File: src/rtl/queue_fwft_if.sv
// rtl/queue_fwft_if.sv - handshake and status bundle for the first-word-fall-through queue
interface queue_fwft_if #(
  parameter int WIDTH = 32,
  parameter int AW    = 6
) ();
  logic [WIDTH-1:0] din;
  logic             wr_en;
  logic             rd_en;
  logic             err_clr;
  logic [WIDTH-1:0] dout;
  logic             empty;
  logic             full;
  logic [AW:0]      count;
  logic             almost_full;
  logic             almost_empty;
  logic             overflow;
  logic             underflow;

  modport master (
    output din, wr_en, rd_en, err_clr,
    input  dout, empty, full, count, almost_full, almost_empty, overflow, underflow
  );

  modport slave (
    input  din, wr_en, rd_en, err_clr,
    output dout, empty, full, count, almost_full, almost_empty, overflow, underflow
  );
endinterface

File: src/rtl/queue_fwft.sv
// rtl/queue_fwft.sv - parametrised FWFT queue with exact count, watermarks and sticky error flags
module queue_fwft #(
  parameter int WIDTH      = 32,
  parameter int AW         = 6,
  parameter int AFULL_LVL  = (1 << AW) - 4,
  parameter int AEMPTY_LVL = 2
) (
  input logic         clk,
  input logic         rst,
  queue_fwft_if.slave q
);

  localparam int          DEPTH    = 1 << AW;
  localparam logic [AW:0] DEPTH_C  = (AW + 1)'(DEPTH);
  localparam logic [AW:0] AFULL_C  = (AW + 1)'(AFULL_LVL);
  localparam logic [AW:0] AEMPTY_C = (AW + 1)'(AEMPTY_LVL);

  if (WIDTH < 1 || WIDTH > 128 || AW < 2 || AW > 8 ||
      AFULL_LVL > DEPTH || AEMPTY_LVL >= DEPTH) begin : g_param_err
    $error("queue_fwft: illegal WIDTH/AW/watermark parameters");
  end

  logic [WIDTH-1:0] mem [0:DEPTH-1];
  logic [AW-1:0]    ra;
  logic [AW-1:0]    wa;
  logic [AW:0]      cnt;
  logic             ovf;
  logic             udf;

  logic is_full;
  logic is_empty;
  logic wr_acc;
  logic rd_acc;
  logic ovf_set;
  logic udf_set;

  assign is_full  = (cnt == DEPTH_C);
  assign is_empty = (cnt == '0);

  // A simultaneous pop frees the slot, so a write at full is still taken.
  assign wr_acc  = q.wr_en & (~is_full | q.rd_en);
  assign rd_acc  = q.rd_en & ~is_empty;
  assign ovf_set = q.wr_en & is_full & ~q.rd_en;
  assign udf_set = q.rd_en & is_empty;

  always_ff @(posedge clk) begin
    if (wr_acc && !rst) begin
      mem[wa] <= q.din;
    end
  end

  always_ff @(posedge clk) begin
    if (rst) begin
      ra  <= '0;
      wa  <= '0;
      cnt <= '0;
      ovf <= 1'b0;
      udf <= 1'b0;
    end else begin
      if (wr_acc) begin
        wa <= wa + 1'b1;
      end
      if (rd_acc) begin
        ra <= ra + 1'b1;
      end
      case ({wr_acc, rd_acc})
        2'b10:   cnt <= cnt + 1'b1;
        2'b01:   cnt <= cnt - 1'b1;
        default: cnt <= cnt;
      endcase
      // Set has priority over clear so a coincident error is never lost.
      if (ovf_set) begin
        ovf <= 1'b1;
      end else if (q.err_clr) begin
        ovf <= 1'b0;
      end
      if (udf_set) begin
        udf <= 1'b1;
      end else if (q.err_clr) begin
        udf <= 1'b0;
      end
    end
  end

  assign q.dout         = mem[ra];
  assign q.empty        = is_empty;
  assign q.full         = is_full;
  assign q.count        = cnt;
  assign q.almost_full  = (cnt >= AFULL_C);
  assign q.almost_empty = (cnt <= AEMPTY_C);
  assign q.overflow     = ovf;
  assign q.underflow    = udf;

endmodule

File: src/flat_wrapper.sv
// flat-port wrapper written by rule: the top's interface ports become plain ports
module queue_fwft_flat 
#(
  parameter int WIDTH      = 32,
  parameter int AW         = 6,
  parameter int AFULL_LVL  = (1 << AW) - 4,
  parameter int AEMPTY_LVL = 2
)
  (clk, rst, q_din, q_wr_en, q_rd_en, q_err_clr, q_dout, q_empty, q_full, q_count, q_almost_full, q_almost_empty, q_overflow, q_underflow);
  queue_fwft_if #(.WIDTH(WIDTH), .AW(AW)) q_i ();
  input logic clk;
  input logic rst;
  input wire logic [$bits(q_i.din)-1:0] q_din;
  input wire logic [$bits(q_i.wr_en)-1:0] q_wr_en;
  input wire logic [$bits(q_i.rd_en)-1:0] q_rd_en;
  input wire logic [$bits(q_i.err_clr)-1:0] q_err_clr;
  output wire logic [$bits(q_i.dout)-1:0] q_dout;
  output wire logic [$bits(q_i.empty)-1:0] q_empty;
  output wire logic [$bits(q_i.full)-1:0] q_full;
  output wire logic [$bits(q_i.count)-1:0] q_count;
  output wire logic [$bits(q_i.almost_full)-1:0] q_almost_full;
  output wire logic [$bits(q_i.almost_empty)-1:0] q_almost_empty;
  output wire logic [$bits(q_i.overflow)-1:0] q_overflow;
  output wire logic [$bits(q_i.underflow)-1:0] q_underflow;
  assign q_i.din = q_din;
  assign q_i.wr_en = q_wr_en;
  assign q_i.rd_en = q_rd_en;
  assign q_i.err_clr = q_err_clr;
  assign q_dout = q_i.dout;
  assign q_empty = q_i.empty;
  assign q_full = q_i.full;
  assign q_count = q_i.count;
  assign q_almost_full = q_i.almost_full;
  assign q_almost_empty = q_i.almost_empty;
  assign q_overflow = q_i.overflow;
  assign q_underflow = q_i.underflow;
  queue_fwft #(.WIDTH(WIDTH), .AW(AW), .AFULL_LVL(AFULL_LVL), .AEMPTY_LVL(AEMPTY_LVL)) u_core (.clk(clk), .rst(rst), .q(q_i));
endmodule
File: config.mk
export PLATFORM = sky130hd
export DESIGN_NAME = queue_fwft_flat
export DESIGN_NICKNAME = d
export VERILOG_FILES = /design/src/rtl/queue_fwft_if.sv /design/src/rtl/queue_fwft.sv /design/src/flat_wrapper.sv
export SDC_FILE = /design/constraint.sdc
export NUM_CORES = 2
export LEC_CHECK = 0
export BUFFER_PORTS_ARGS = -buffer_cell sky130_fd_sc_hd__buf_2
export CAP_MARGIN = 0
export CELL_PAD_IN_SITES_DETAIL_PLACEMENT = 1
export CELL_PAD_IN_SITES_GLOBAL_PLACEMENT = 1
export CORE_MARGIN = 3
export CORE_UTILIZATION = 56
export CTS_CLUSTER_DIAMETER = 120
export CTS_CLUSTER_SIZE = 20
export DETAILED_ROUTE_END_ITERATION = 10
export HOLD_SLACK_MARGIN = 0.12
export PLACE_DENSITY = 0.91
export SYNTH_ARGS = -nofsm -noshare
export SYNTH_HDL_FRONTEND = slang
export SYNTH_SLANG_ARGS = --single-unit
File: constraint.sdc
create_clock -name clk -period 3.91 [get_ports clk]
set_clock_uncertainty 0.2 [all_clocks]
set_input_delay 0.1955 -clock clk [delete_from_list [all_inputs] [get_ports clk]]
set_output_delay 0.1955 -clock clk [all_outputs]
set_load 0.02 [all_outputs]
==> flow_results.xml <==
<?xml version="1.0" encoding="UTF-8"?>
<metrics>
  <group name="setup_path">
    <metric name="cp-end-kind" unit="">output pin</metric>
    <metric name="critical_path.reg2reg.startpoint" unit="">u_core.q.count[2]</metric>
    <metric name="path_class" unit="">reg -&gt; out</metric>
    <metric name="cp.required" unit="ns">3.51</metric>
    <metric name="timing.critical_path.from_type" unit="">register</metric>
    <metric name="r2r_slack" unit="ns">0.24</metric>
    <metric name="r2r.worst_path.cells" unit="">10</metric>
    <metric name="r2r_end" unit="">u_core.q.count[4]</metric>
    <metric name="timing.critical_path.arrival" unit="ns">3.70</metric>
    <metric name="cp_max_fo" unit="">15</metric>
  </group>
  <group name="power">
    <metric name="power_frac_clock" unit="%">25.3</metric>
    <metric name="maximum_vdd_ir_drop" unit="mV">0.399</metric>
    <metric name="pwr-share-seq" unit="%">48.3</metric>
    <metric name="post-layout-total-power" unit="W">0.0510</metric>
    <metric name="p_leak" unit="nW">27.6</metric>
    <metric name="power.internal" unit="W">0.0360</metric>
    <metric name="pwr-share-comb" unit="%">26.3</metric>
    <metric name="p_sw" unit="W">0.0150</metric>
    <metric name="p_sw_share" unit="%">29.4</metric>
    <metric name="pwr_density_cell" unit="nW/um^2">562</metric>
  </group>
  <group name="clock_network">
    <metric name="cts_inserted_buffers" unit="">113</metric>
    <metric name="cts.htree.levels" unit="">3</metric>
    <metric name="cts.path.max_buffers" unit="">3</metric>
    <metric name="clk_root_buffer_cell" unit="">sky130_fd_sc_hd__clkbuf_16</metric>
    <metric name="clkTransAtPathRegs" unit="ns">0.10</metric>
    <metric name="clock_sinks" unit="">2075</metric>
    <metric name="tritoncts" unit="">yes</metric>
    <metric name="worst_skew_pair_later_pin_latency" unit="ns">0.80</metric>
  </group>
  <group name="final_layout">
    <metric name="design.final.nets" unit="">3981</metric>
    <metric name="n_fill_cell" unit="">10900</metric>
    <metric name="area.growth.synth_to_final" unit="%">14.9</metric>
    <metric name="layoutNonFillerInstCount" unit="">5850</metric>
    <metric name="design_area" unit="um^2">90700</metric>
    <metric name="final_layout_size_suffix_gt1_share" unit="%">36.2</metric>
    <metric name="postLayoutCoreUtil" unit="%">64.9</metric>
  </group>
  <group name="timing">
    <metric name="finalCriticalPeriod" unit="ns">4.10</metric>
    <metric name="timing_limited_maximum_frequency" unit="MHz">244</metric>
    <metric name="number_of_failing_hold_endpoints_at_the_final_stage" unit="">0</metric>
    <metric name="worst_slack" unit="ns">-0.187</metric>
    <metric name="rsz0062_at_grt" unit="">true</metric>
    <metric name="timing.max_slew.rel_slack" unit="%">1.48</metric>
    <metric name="timing.final.setup_violations" unit="">31</metric>
    <metric name="worst_slew_pin_slew" unit="ns">1.48</metric>
    <metric name="period_utilisation_layout" unit="%">105</metric>
    <metric name="final-max-slew-violation-count" unit="">0</metric>
  </group>
  <group name="route">
    <metric name="route.antenna.remaining_nets" unit="">0</metric>
    <metric name="detail_route.iter0.violations" unit="">9860</metric>
    <metric name="route.layer.met1.wl" unit="um">87000</metric>
    <metric name="via_count" unit="">46200</metric>
    <metric name="drc" unit="">0</metric>
    <metric name="wl_per_cell" unit="um">49.9</metric>
    <metric name="wl_met2" unit="um">138000</metric>
    <metric name="routed.top_layer" unit="">met5</metric>
    <metric name="avgViaCountPerCell" unit="">7.90</metric>
    <metric name="totalWireLength" unit="um">292000</metric>
    <metric name="drt_first_pass_iters" unit="">8</metric>
    <metric name="route.met3.wl" unit="um">41700</metric>
  </group>
  <group name="run">
    <metric name="maxCapViolations" unit="">0</metric>
  </group>
  <group name="die">
    <metric name="standard_cell_core_area" unit="um^2">140000</metric>
    <metric name="dieArea" unit="um^2">146000</metric>
    <metric name="chipWidth" unit="um">382</metric>
    <metric name="placement_rows" unit="">137</metric>
    <metric name="die_y" unit="um">382</metric>
    <metric name="ioPinCount" unit="">82</metric>
    <metric name="effective_utilization_at_floorplan" unit="%">56.5</metric>
  </group>
  <group name="global_routing">
    <metric name="gr-total-overflow" unit="">0</metric>
    <metric name="wire_length_of_the_first_global_routing_pass" unit="um">377000</metric>
    <metric name="grt_max_degree" unit="">65</metric>
    <metric name="globalRouteTotalUtil" unit="%">37.6</metric>
    <metric name="number_of_global_route_vias_before_repair" unit="">44400</metric>
    <metric name="number_of_antenna_violations_at_the_first_check_in_global_routing" unit="">11</metric>
  </group>
  <group name="place">
    <metric name="buffer_ports.inserted" unit="">81</metric>
    <metric name="finalWeightedCongestion" unit="">0.850</metric>
    <metric name="dp_worst_setup_slack" unit="ns">-0.0564</metric>
    <metric name="place.detailed.hpwl" unit="um">138000</metric>
    <metric name="dp.cells" unit="">5526</metric>
    <metric name="placed_area" unit="um^2">83900</metric>
  </group>
  <group name="min_path">
    <metric name="hp-start" unit="">q_din[2]</metric>
    <metric name="timing.hold.worst_path_depth" unit="">2</metric>
    <metric name="hold_path_class" unit="">in -&gt; reg</metric>
    <metric name="hold-path-endpoint" unit="">u_core.mem[12][2]</metric>
  </group>
  <group name="run_status">
    <metric name="violations" unit="">setup timing</metric>
    <metric name="run_status" unit="">complete, but fails checks</metric>
  </group>
  <group name="logic_synthesis">
    <metric name="share_of_synthesized_registers_carrying_an_async_set_or_reset" unit="%">0</metric>
    <metric name="ys_seq_area_share" unit="%">78.5</metric>
    <metric name="yosys_register_bits" unit="">2075</metric>
    <metric name="post_synth_cell_types" unit="">57</metric>
    <metric name="synth.yosys.warnings" unit="">0</metric>
    <metric name="mappedNetlistNets" unit="">3569</metric>
    <metric name="syn-cell-area" unit="um^2">79000</metric>
    <metric name="synthFlopType" unit="">sky130_fd_sc_hd__edfxtp_1</metric>
    <metric name="synth_enable_flop_cells" unit="">2048</metric>
    <metric name="syn-instance-count" unit="">3528</metric>
    <metric name="syn_avg_cell_area" unit="um^2">22.4</metric>
  </group>
</metrics>
==> cell usage after synthesis, drive strengths merged (3+ instances only) <==
cell     count  area share, %
edfxtp    2048             78
mux4       466             13
a22oi      188            1.8
buf        107           0.75
clkbuf     103           0.49
nor2       102           0.48
mux2        91            1.3
nand2       64           0.31
a21oi       40           0.25
a221oi      39           0.43
o22ai       38           0.30
a211oi      32           0.30
and3        28           0.22
dfxtp       27           0.68
mux2i       19           0.24
a2111oi     17           0.19
nor2b       16           0.13
o31ai       14           0.13
xor2        11           0.12
inv          7          0.033
nand3        7          0.057
nand2b       6          0.048
nand3b       5          0.057
ha           4          0.063
nand4        4          0.032
o21ai        4          0.030
and2         3          0.024
nor3         3          0.019
or2          3          0.024
or3          3          0.024
or3b         3          0.033
xnor2        3          0.033
==> how the worst max path moves through the flow <==
stage	depth (start not counted)	start	slack, ns	to
CTS	11	register	-0.15	q_dout[9]
finish	9	register	-0.19	q_dout[23]
global route	10	register	-0.19	q_dout[21]
detailed placement	10	register	-0.06	q_dout[9]
floorplan	8	u_core.q.count[4]	0.21	u_core.mem[56][0]
global placement	10	register	-0.67	q_dout[8]
==> power groups by stage <==
stage / Clock, W / Combinational (W) / Sequential [W]
after floorplan: 0 / 0.00636 / 0.0251
after global placement: 0 / 0.00910 / 0.0252
after detailed placement: 0 / 0.00961 / 0.0252
after CTS: 0.0123 / 0.0114 / 0.0246
after global routing: 0.0135 / 0.0137 / 0.0247
final: 0.0129 / 0.0134 / 0.0246
==> worst max-delay path, stage by stage (launching register included) <==
cell,delay (ns)
sky130_fd_sc_hd__dfxtp_4,0.39
sky130_fd_sc_hd__buf_12,0.15
sky130_fd_sc_hd__clkbuf_16,0.19
sky130_fd_sc_hd__buf_12,0.19
sky130_fd_sc_hd__mux4_2,0.57
sky130_fd_sc_hd__a22oi_1,0.30
sky130_fd_sc_hd__a21oi_1,0.31
sky130_fd_sc_hd__a21oi_2,0.41
sky130_fd_sc_hd__nand2_1,0.19
sky130_fd_sc_hd__buf_2,0.21
==> routing by layer <==
layer  vias to the layer above  global-route usage [%]
li1                      15700                       -
met1                     23400                    47.4
met2                      5779                    59.8
met3                      1315                    8.46
met4                         8                    24.2
met5                         -                       0
==> kinds of logic after synthesis <==
group,after synthesis,synth area share [%]
compound gates,386,3.58
xor+xnor,14,0.155
fa+ha+maj,4,0.0634
buf+inv,217,1.28
flops,2075,78.5
mux,576,14.8
simple gates,256,1.55
==> stage by stage <==
step	hold slack (ns)	setup TNS [ns]
final	0.257	-3.32
after global routing	0.294	-3.10
after CTS	0.183	-0.585
after detailed placement	0.301	-0.0797
after global placement	0.259	-1.12
after floorplan	0.0944	0
==> cells in the final DEF (no fill, tap or decap), drive strengths merged, types with 6 or more instances in the layout <==
master,n
mux4,466
a211oi,32
a21oi,40
buf,455
xor2,11
nand2b,6
clkbuf,147
nand3,7
a221oi,39
o22ai,38
nor2b,16
dfxtp,27
a2111oi,17
o31ai,14
nor2,102
mux2,91
and3,28
edfxtp,2048
nand2,64
inv,8
diode,6
mux2i,19
dlygate4sd3,41
a22oi,188
==> flip-flops by register name, indices dropped and copies added (netlist names), named ones only <==
name                cells
u_core.q.overflow       1
u_core.ra               6
u_core.q.underflow      1
u_core.q.count          7
u_core.wa               6
u_core.mem           2048
==> final cells by class <==
class	count	area, um^2	area share (%)
Sequential cell	2075	62100	68.4
Multi-Input combinational cell	1236	17900	19.7
Clock buffer	140	2950	3.25
Inverter	7	26.3	0.0290
Tap cell	1876	2350	2.59
Clock inverter	3	43.8	0.0483
Timing Repair Buffer	507	5410	5.97
Antenna cell	6	15.0	0.0165
==> what timing repair did <==
item | 4_1_cts | 5_1_grt
endpoints found under the setup margin | 32 | 33
hold endpoints to repair | 1152 | 64
gates cloned | 9 | 7
pin swaps | 27 | 52
setup buffers | 52 | 72
gates resized for setup | 230 | 165
hold buffers | 40 | 1
(Power assumes the default switching activity.)
